<file path="config.mk">
export PLATFORM = sky130hd
export DESIGN_NAME = sfifo_wr_arbiter_flat
export DESIGN_NICKNAME = d
export VERILOG_FILES = /design/src/rtl/sfifo_wr_arbiter_if.sv /design/src/rtl/sfifo_wr_arbiter.sv /design/src/flat_wrapper.sv
export SDC_FILE = /design/constraint.sdc
export NUM_CORES = 1
export LEC_CHECK = 0
export ABC_AREA = 1
export CAP_MARGIN = 30
export CORE_ASPECT_RATIO = 0.75
export CORE_UTILIZATION = 52
export DETAILED_ROUTE_END_ITERATION = 7
export HOLD_SLACK_MARGIN = 0.12
export PLACE_DENSITY = 0.86
export SLEW_MARGIN = 15
export SYNTH_ARGS = -nofsm -noshare
export SYNTH_HDL_FRONTEND = slang
export SYNTH_SLANG_ARGS = --single-unit
</file>
<file path="constraint.sdc">
create_clock -name clk -period 8.15 [get_ports clk]
set_input_delay 1.63 -clock clk [delete_from_list [all_inputs] [get_ports clk]]
set_output_delay 1.63 -clock clk [all_outputs]
set_load 0.02 [all_outputs]
</file>
<file path="src/rtl/sfifo_wr_arbiter_if.sv">
// Write-side bundle between producers, the arbiter and the shared SFIFO write port.
interface sfifo_wr_arbiter_if #(
  parameter int unsigned Depth      = 8,
  parameter int unsigned Width      = 8,
  parameter int unsigned Requesters = 4
);
  localparam int unsigned LvlW = $clog2(Depth + 1);

  logic [Requesters-1:0]       Req;
  logic [Requesters*Width-1:0] ReqData;
  logic                        FIFORdReq;
  logic                        FIFOFull;
  logic                        FIFOWrReq;
  logic [Width-1:0]            WRData;
  logic [Requesters-1:0]       Ack;
  logic [LvlW-1:0]             Level;

  modport master (
    input  Req, ReqData, FIFORdReq, FIFOFull,
    output FIFOWrReq, WRData, Ack, Level
  );

  modport slave (
    output Req, ReqData, FIFORdReq, FIFOFull,
    input  FIFOWrReq, WRData, Ack, Level
  );
endinterface

</file>
<file path="src/rtl/sfifo_wr_arbiter.sv">
// Round-robin arbiter sharing one SFIFO write port, with optional bursts and a
// shadow occupancy counter that keeps the FIFO from ever being written while full.
module sfifo_wr_arbiter #(
  parameter int unsigned Depth      = 8,
  parameter int unsigned Width      = 8,
  parameter int unsigned Requesters = 4,
  parameter int unsigned MaxBurst   = 1
) (
  input  logic               clk,
  input  logic               reset,
  sfifo_wr_arbiter_if.master bus
);
  localparam int unsigned PtrW = (Requesters > 1) ? $clog2(Requesters) : 1;
  localparam int unsigned LvlW = $clog2(Depth + 1);
  localparam int unsigned BcW  = $clog2(MaxBurst + 1);

  typedef enum logic {IDLE, BURST} state_e;

  state_e                state_q;
  logic [PtrW-1:0]       ptr_q, owner_q;
  logic [BcW-1:0]        burst_cnt_q;
  logic [LvlW-1:0]       level_q, level_d;
  logic                  wr_req_q;
  logic [Width-1:0]      wr_data_q;
  logic [Requesters-1:0] ack_q;

  logic [Requesters-1:0] req_m_c;
  logic                  space_c, keep_c, pick_ok_c, grant_c, dec_c;
  logic [PtrW-1:0]       next_ptr_c, search_ptr_c, pick_idx_c, grant_idx_c;
  logic [PtrW:0]         cand_c;
  logic [LvlW-1:0]       readable_c;

  // A producer still shows Req during its ack cycle, so new arbitration ignores it there.
  always_comb begin
    req_m_c      = bus.Req & ~ack_q;
    space_c      = (level_q < LvlW'(Depth)) && !bus.FIFOFull;
    keep_c       = (state_q == BURST) && bus.Req[owner_q] &&
                   (burst_cnt_q < BcW'(MaxBurst)) && space_c;
    next_ptr_c   = (owner_q == PtrW'(Requesters - 1)) ? '0 : owner_q + PtrW'(1);
    search_ptr_c = (state_q == BURST) ? next_ptr_c : ptr_q;
    pick_ok_c    = 1'b0;
    pick_idx_c   = search_ptr_c;
    cand_c       = '0;
    for (int k = 0; k < int'(Requesters); k++) begin
      cand_c = {1'b0, search_ptr_c} + (PtrW+1)'(k);
      if (cand_c >= (PtrW+1)'(Requesters)) cand_c = cand_c - (PtrW+1)'(Requesters);
      if (!pick_ok_c && req_m_c[cand_c[PtrW-1:0]]) begin
        pick_ok_c  = 1'b1;
        pick_idx_c = cand_c[PtrW-1:0];
      end
    end
    pick_ok_c   = pick_ok_c && space_c;
    grant_c     = keep_c || pick_ok_c;
    grant_idx_c = keep_c ? owner_q : pick_idx_c;
  end

  // The word in flight is not yet readable, so a read against it is ignored by the SFIFO.
  always_comb begin
    readable_c = level_q - LvlW'(wr_req_q);
    dec_c      = bus.FIFORdReq && (readable_c != '0);
    level_d    = level_q + LvlW'(grant_c) - LvlW'(dec_c);
  end

  always_ff @(posedge clk or posedge reset) begin
    if (reset) begin
      state_q     <= IDLE;
      ptr_q       <= '0;
      owner_q     <= '0;
      burst_cnt_q <= '0;
      level_q     <= '0;
      wr_req_q    <= 1'b0;
      wr_data_q   <= '0;
      ack_q       <= '0;
    end else begin
      level_q  <= level_d;
      wr_req_q <= grant_c;
      ack_q    <= grant_c ? (Requesters'(1) << grant_idx_c) : '0;
      if (grant_c) wr_data_q <= bus.ReqData[int'(grant_idx_c)*int'(Width) +: Width];
      case (state_q)
        IDLE: begin
          if (pick_ok_c) begin
            owner_q     <= pick_idx_c;
            burst_cnt_q <= BcW'(1);
            state_q     <= BURST;
          end
        end
        BURST: begin
          if (keep_c) begin
            burst_cnt_q <= burst_cnt_q + BcW'(1);
          end else begin
            ptr_q <= next_ptr_c;
            if (pick_ok_c) begin
              owner_q     <= pick_idx_c;
              burst_cnt_q <= BcW'(1);
            end else begin
              state_q <= IDLE;
            end
          end
        end
        default: state_q <= IDLE;
      endcase
    end
  end

  assign bus.FIFOWrReq = wr_req_q;
  assign bus.WRData    = wr_data_q;
  assign bus.Ack       = ack_q;
  assign bus.Level     = level_q;
endmodule
</file>
<file path="src/flat_wrapper.sv">
// flat-port wrapper written by rule: the top's interface ports become plain ports
module sfifo_wr_arbiter_flat 
#(
  parameter int unsigned Depth      = 8,
  parameter int unsigned Width      = 8,
  parameter int unsigned Requesters = 4,
  parameter int unsigned MaxBurst   = 1
)
  (clk, reset, bus_Req, bus_ReqData, bus_FIFORdReq, bus_FIFOFull, bus_FIFOWrReq, bus_WRData, bus_Ack, bus_Level);
  sfifo_wr_arbiter_if #(.Depth(Depth), .Width(Width), .Requesters(Requesters)) bus_i ();
  input  logic clk;
  input  logic reset;
  input wire logic [$bits(bus_i.Req)-1:0] bus_Req;
  input wire logic [$bits(bus_i.ReqData)-1:0] bus_ReqData;
  input wire logic [$bits(bus_i.FIFORdReq)-1:0] bus_FIFORdReq;
  input wire logic [$bits(bus_i.FIFOFull)-1:0] bus_FIFOFull;
  output wire logic [$bits(bus_i.FIFOWrReq)-1:0] bus_FIFOWrReq;
  output wire logic [$bits(bus_i.WRData)-1:0] bus_WRData;
  output wire logic [$bits(bus_i.Ack)-1:0] bus_Ack;
  output wire logic [$bits(bus_i.Level)-1:0] bus_Level;
  assign bus_i.Req = bus_Req;
  assign bus_i.ReqData = bus_ReqData;
  assign bus_i.FIFORdReq = bus_FIFORdReq;
  assign bus_i.FIFOFull = bus_FIFOFull;
  assign bus_FIFOWrReq = bus_i.FIFOWrReq;
  assign bus_WRData = bus_i.WRData;
  assign bus_Ack = bus_i.Ack;
  assign bus_Level = bus_i.Level;
  sfifo_wr_arbiter #(.Depth(Depth), .Width(Width), .Requesters(Requesters), .MaxBurst(MaxBurst)) u_core (.clk(clk), .reset(reset), .bus(bus_i));
endmodule
</file>
==> results.txt <==
----------------------------------------------------
[Status]
  Result of the run ... complete, no violations

[STA]
  Worst Max-Slew Pin Slew ... 0.3994 ns
  Achievable frequency ... 0.2600 GHz
  Number of endpoints failing setup at the final stage ... 0
  Setup_tns ... 0 ns
  Final worst clock skew ... 0.002433 ns
  Total count of max-transition violations in the final report ... 0
  Period minus WS final ... 3.846 ns
  Hold Violations, Final ... 0
  Post-route fraction of the period consumed by the critical path ... 47.19%
  Unrepaired setup endpoints after global routing ... no
  Relative max-transition margin ... 73.28%

[Critical path]
  Kind of end point of the critical path ... flip-flop
  Cell type of the slowest stage on the worst timing path ... sky130_fd_sc_hd__clkdlybuf4s50_1
  Top delay family on crit path ... simple AND/OR/NAND/NOR gates
  Worst path max stage delay ... 0.41 ns
  Worst path bufs/invs ... 2
  Cell-by-cell listing of the critical path ... clkdlybuf4s50_1, nand2_1, inv_1, nand3_1, nand2_2, nand2_1, nand2_4, nor2_4, nand2_1, o21ai_2, nand2_2, ha_1, fa_1, xnor2_1
  Worst Path Class, Setup ... primary input to flip-flop
  Arrival @ worst endpoint ... 3.99 ns
  Library cell appearing most often on the critical path ... sky130_fd_sc_hd__nand2_1
  Critical path peak fanout ... 11
  Required time at the endpoint of the critical path ... 8.30 ns
  Startpoint type of the worst setup path ... primary input

[Global routing]
  Global-route wire length before repair ... 7.997 mm
  Total GRT Usage ... 25.10%
  Total gr overflow ... 0
  Pin count of the biggest net entering global routing ... 24
  Initial antenna violation count ... 0
  Vias in the first global route ... 1,827

[Route]
  Vias/cell ... 5.068
  Number of remaining DRC errors ... 0
  Router iterations before antenna repair ... 4
  Wire length after detailed routing ... 4.854 mm
  Vias ... 2,007
  Wire length per cell after detailed routing ... 12.26 µm
  Count of antenna-violating nets left after detailed routing ... 0
  1st-iter DRT viols ... 98

[Place]
  Instance area after placement ... 2529 µm²
  Global placement routability congestion ... 0.8957
  Detail Placement HPWL ... 3.784 mm
  Buffers on Ports ... 56

[Die]
  Initial core utilization ... 54.31%
  Vertical die dimension ... 55.55 µm
  Core area ... 3661 µm²
  Overall die area ... 4077 µm²
  Die extent in x ... 73.40 µm
  Number of primary I/O pins ... 57
  Floorplan row count ... 19

[Min path]
  Path type of the worst min-delay path ... flip-flop to flip-flop

[Run]
  Total of max-cap violations ... 0

[Cells and area]
  Fraction of final layout cells sized beyond drive strength 1 ... 13.37%
  Area growth syn-to-layout ... 30.90%
  Number of nets in the layout ... 394
  Core utilization of the finished layout ... 71.09%
  Most common cell after layout, fill and taps aside ... sky130_fd_sc_hd__nand2_1
  # diodes ... 0
  Most frequent cells in the layout ... sky130_fd_sc_hd__nand2_1, sky130_fd_sc_hd__clkdlybuf4s50_1, sky130_fd_sc_hd__nand3_1
  Design area ... 2603 µm²

[Synthesis]
  Post-synthesis instance area ... 1988 µm²
  Sequential cell area fraction in the yosys report ... 28.95%
  Number of warnings printed during yosys synthesis ... 0
  Average instance area after synthesis ... 6.832 µm²
  Flip-flop and latch count after synthesis ... 23
  Syn Nets ... 340
  Library cells used by synthesis ... 30
  Count of mapped cells out of synthesis ... 291

[CTS]
  Clock-pin slew on the worst setup and hold paths ... 0.08 ns
  Buffers inserted by post-CTS timing repair ... 0
  CTS HTree Levels ... 1
  Worst-skew pair later-pin latency ... 0.26 ns
  Sinks on Clock Net ... 23
  Longest Clk Path Bufs ... 2
  Num CTS Buffers ... 3
  Post-cts resize count ... 0
  Cell at the root of the clock tree ... sky130_fd_sc_hd__clkbuf_8
  TritonCTS clock tree ... done
  Hold-fix buffers at CTS ... 0

----------------------------------------------------
==> area by class of cell <==
class,count,area (µm²)
Multi-Input combinational cell,234,1227
Tap cell,52,65.06
Fill cell,320,1059
Inverter,26,100.1
Clock inverter,1,5.005
Timing Repair Buffer,57,588.1
Sequential cell,23,575.6
Clock buffer,3,41.29
==> Yosys cell counts <==
master,n,area share [%]
sky130_fd_sc_hd__dfrtp_1,23,29
sky130_fd_sc_hd__ha_1,8,5.0
sky130_fd_sc_hd__nor2_4,1,0.57
sky130_fd_sc_hd__o211ai_1,1,0.38
sky130_fd_sc_hd__o21ai_0,7,1.8
sky130_fd_sc_hd__nand3_2,3,1.5
sky130_fd_sc_hd__inv_4,1,0.31
sky130_fd_sc_hd__xnor2_1,1,0.44
sky130_fd_sc_hd__nor3_1,4,1.0
sky130_fd_sc_hd__o21a_1,1,0.38
sky130_fd_sc_hd__nand3_1,39,9.8
sky130_fd_sc_hd__inv_1,24,4.5
sky130_fd_sc_hd__nand4_2,3,1.9
sky130_fd_sc_hd__inv_2,1,0.19
sky130_fd_sc_hd__nand2_1,117,22
sky130_fd_sc_hd__buf_6,5,2.8
sky130_fd_sc_hd__nand3_4,1,0.88
sky130_fd_sc_hd__xor2_1,2,0.88
sky130_fd_sc_hd__buf_12,1,1.0
sky130_fd_sc_hd__fa_1,1,1.0
sky130_fd_sc_hd__buf_2,1,0.25
sky130_fd_sc_hd__a21oi_1,4,1.0
sky130_fd_sc_hd__nand2_8,1,1.0
sky130_fd_sc_hd__o21ai_2,1,0.44
sky130_fd_sc_hd__nor2_2,1,0.31
sky130_fd_sc_hd__nand4_1,1,0.31
sky130_fd_sc_hd__nor2_1,9,1.7
sky130_fd_sc_hd__nand2_4,2,1.1
sky130_fd_sc_hd__nand2_2,26,8.2
sky130_fd_sc_hd__clkbuf_1,1,0.19
==> kinds of logic (layout without fill, tap and decap cells) <==
family | count (synthesis) | count (layout) | share of synthesized area, %
buf+inv | 34 | 87 | 9.314
xor+xnor | 3 | 3 | 1.322
flops | 23 | 23 | 28.95
fa+ha+maj | 9 | 9 | 6.042
compound gates | 14 | 14 | 3.965
simple gates | 208 | 208 | 50.41
==> state kept, by name, summed over array words and instances (netlist names) <==
name / count
u_core.bus.WRData: 8
u_core.bus.Ack: 4
u_core.bus.Level: 4
u_core.owner_q: 2
u_core.ptr_q: 2
u_core.burst_cnt_q: 1
u_core.bus.FIFOWrReq: 1
u_core.state_q: 1
==> metal layers <==
| metal | track usage [%] | part of all wire (%) |
|---|---|---|
| met5 | 0 | 0 |
| met4 | 3.297 | 0.62 |
| met3 | 4.380 | 4.3 |
| met2 | 41.67 | 50 |
| met1 | 35.22 | 46 |
==> worst register-to-register path: stages (launching register included) <==
cell and delay [ns]:
sky130_fd_sc_hd__dfrtp_1 0.45, sky130_fd_sc_hd__ha_1 0.24, sky130_fd_sc_hd__nor2_2 0.12, sky130_fd_sc_hd__nand2_2 0.17, sky130_fd_sc_hd__nand2_2 0.28, sky130_fd_sc_hd__nand2_1 0.11, sky130_fd_sc_hd__nand3_1 0.09, sky130_fd_sc_hd__nand2_1 0.09
sky130_fd_sc_hd__nor2_4 0.13, sky130_fd_sc_hd__nand2_1 0.07, sky130_fd_sc_hd__o21ai_2 0.17, sky130_fd_sc_hd__nand2_2 0.19, sky130_fd_sc_hd__ha_1 0.30, sky130_fd_sc_hd__fa_1 0.40, sky130_fd_sc_hd__xnor2_1 0.15
==> path summary, 6_finish.rpt <==
kind                                         start  slack [ns]  depth (start not counted)                   end
worst max-delay path                    bus_Req[0]        4.30                         14   u_core.bus.Level[2]
worst min-delay path            u_core.burst_cnt_q        0.48                          2    u_core.burst_cnt_q
max in group asynchronous                    reset        6.26                          3  u_core.bus.WRData[3]
min in group asynchronous                    reset        1.55                          2  u_core.bus.WRData[5]
worst min register to register  u_core.burst_cnt_q        0.48                          2    u_core.burst_cnt_q
worst max register to register   u_core.owner_q[0]        5.08                         14   u_core.bus.Level[2]
==> per-stage QoR <==
stage	hold slack [ns]	worst slack (ns)	cells
floorplan	0.4323	4.769	291
global placement	0.4507	4.219	391
detailed placement	0.4627	4.071	391
CTS	0.4862	4.351	395
global route	0.5020	4.205	396
finish	0.4822	4.304	396
Power is left out: the tool's default activity adds up to more than one toggle a clock period on the data nets, which glitch-free logic cannot reach.
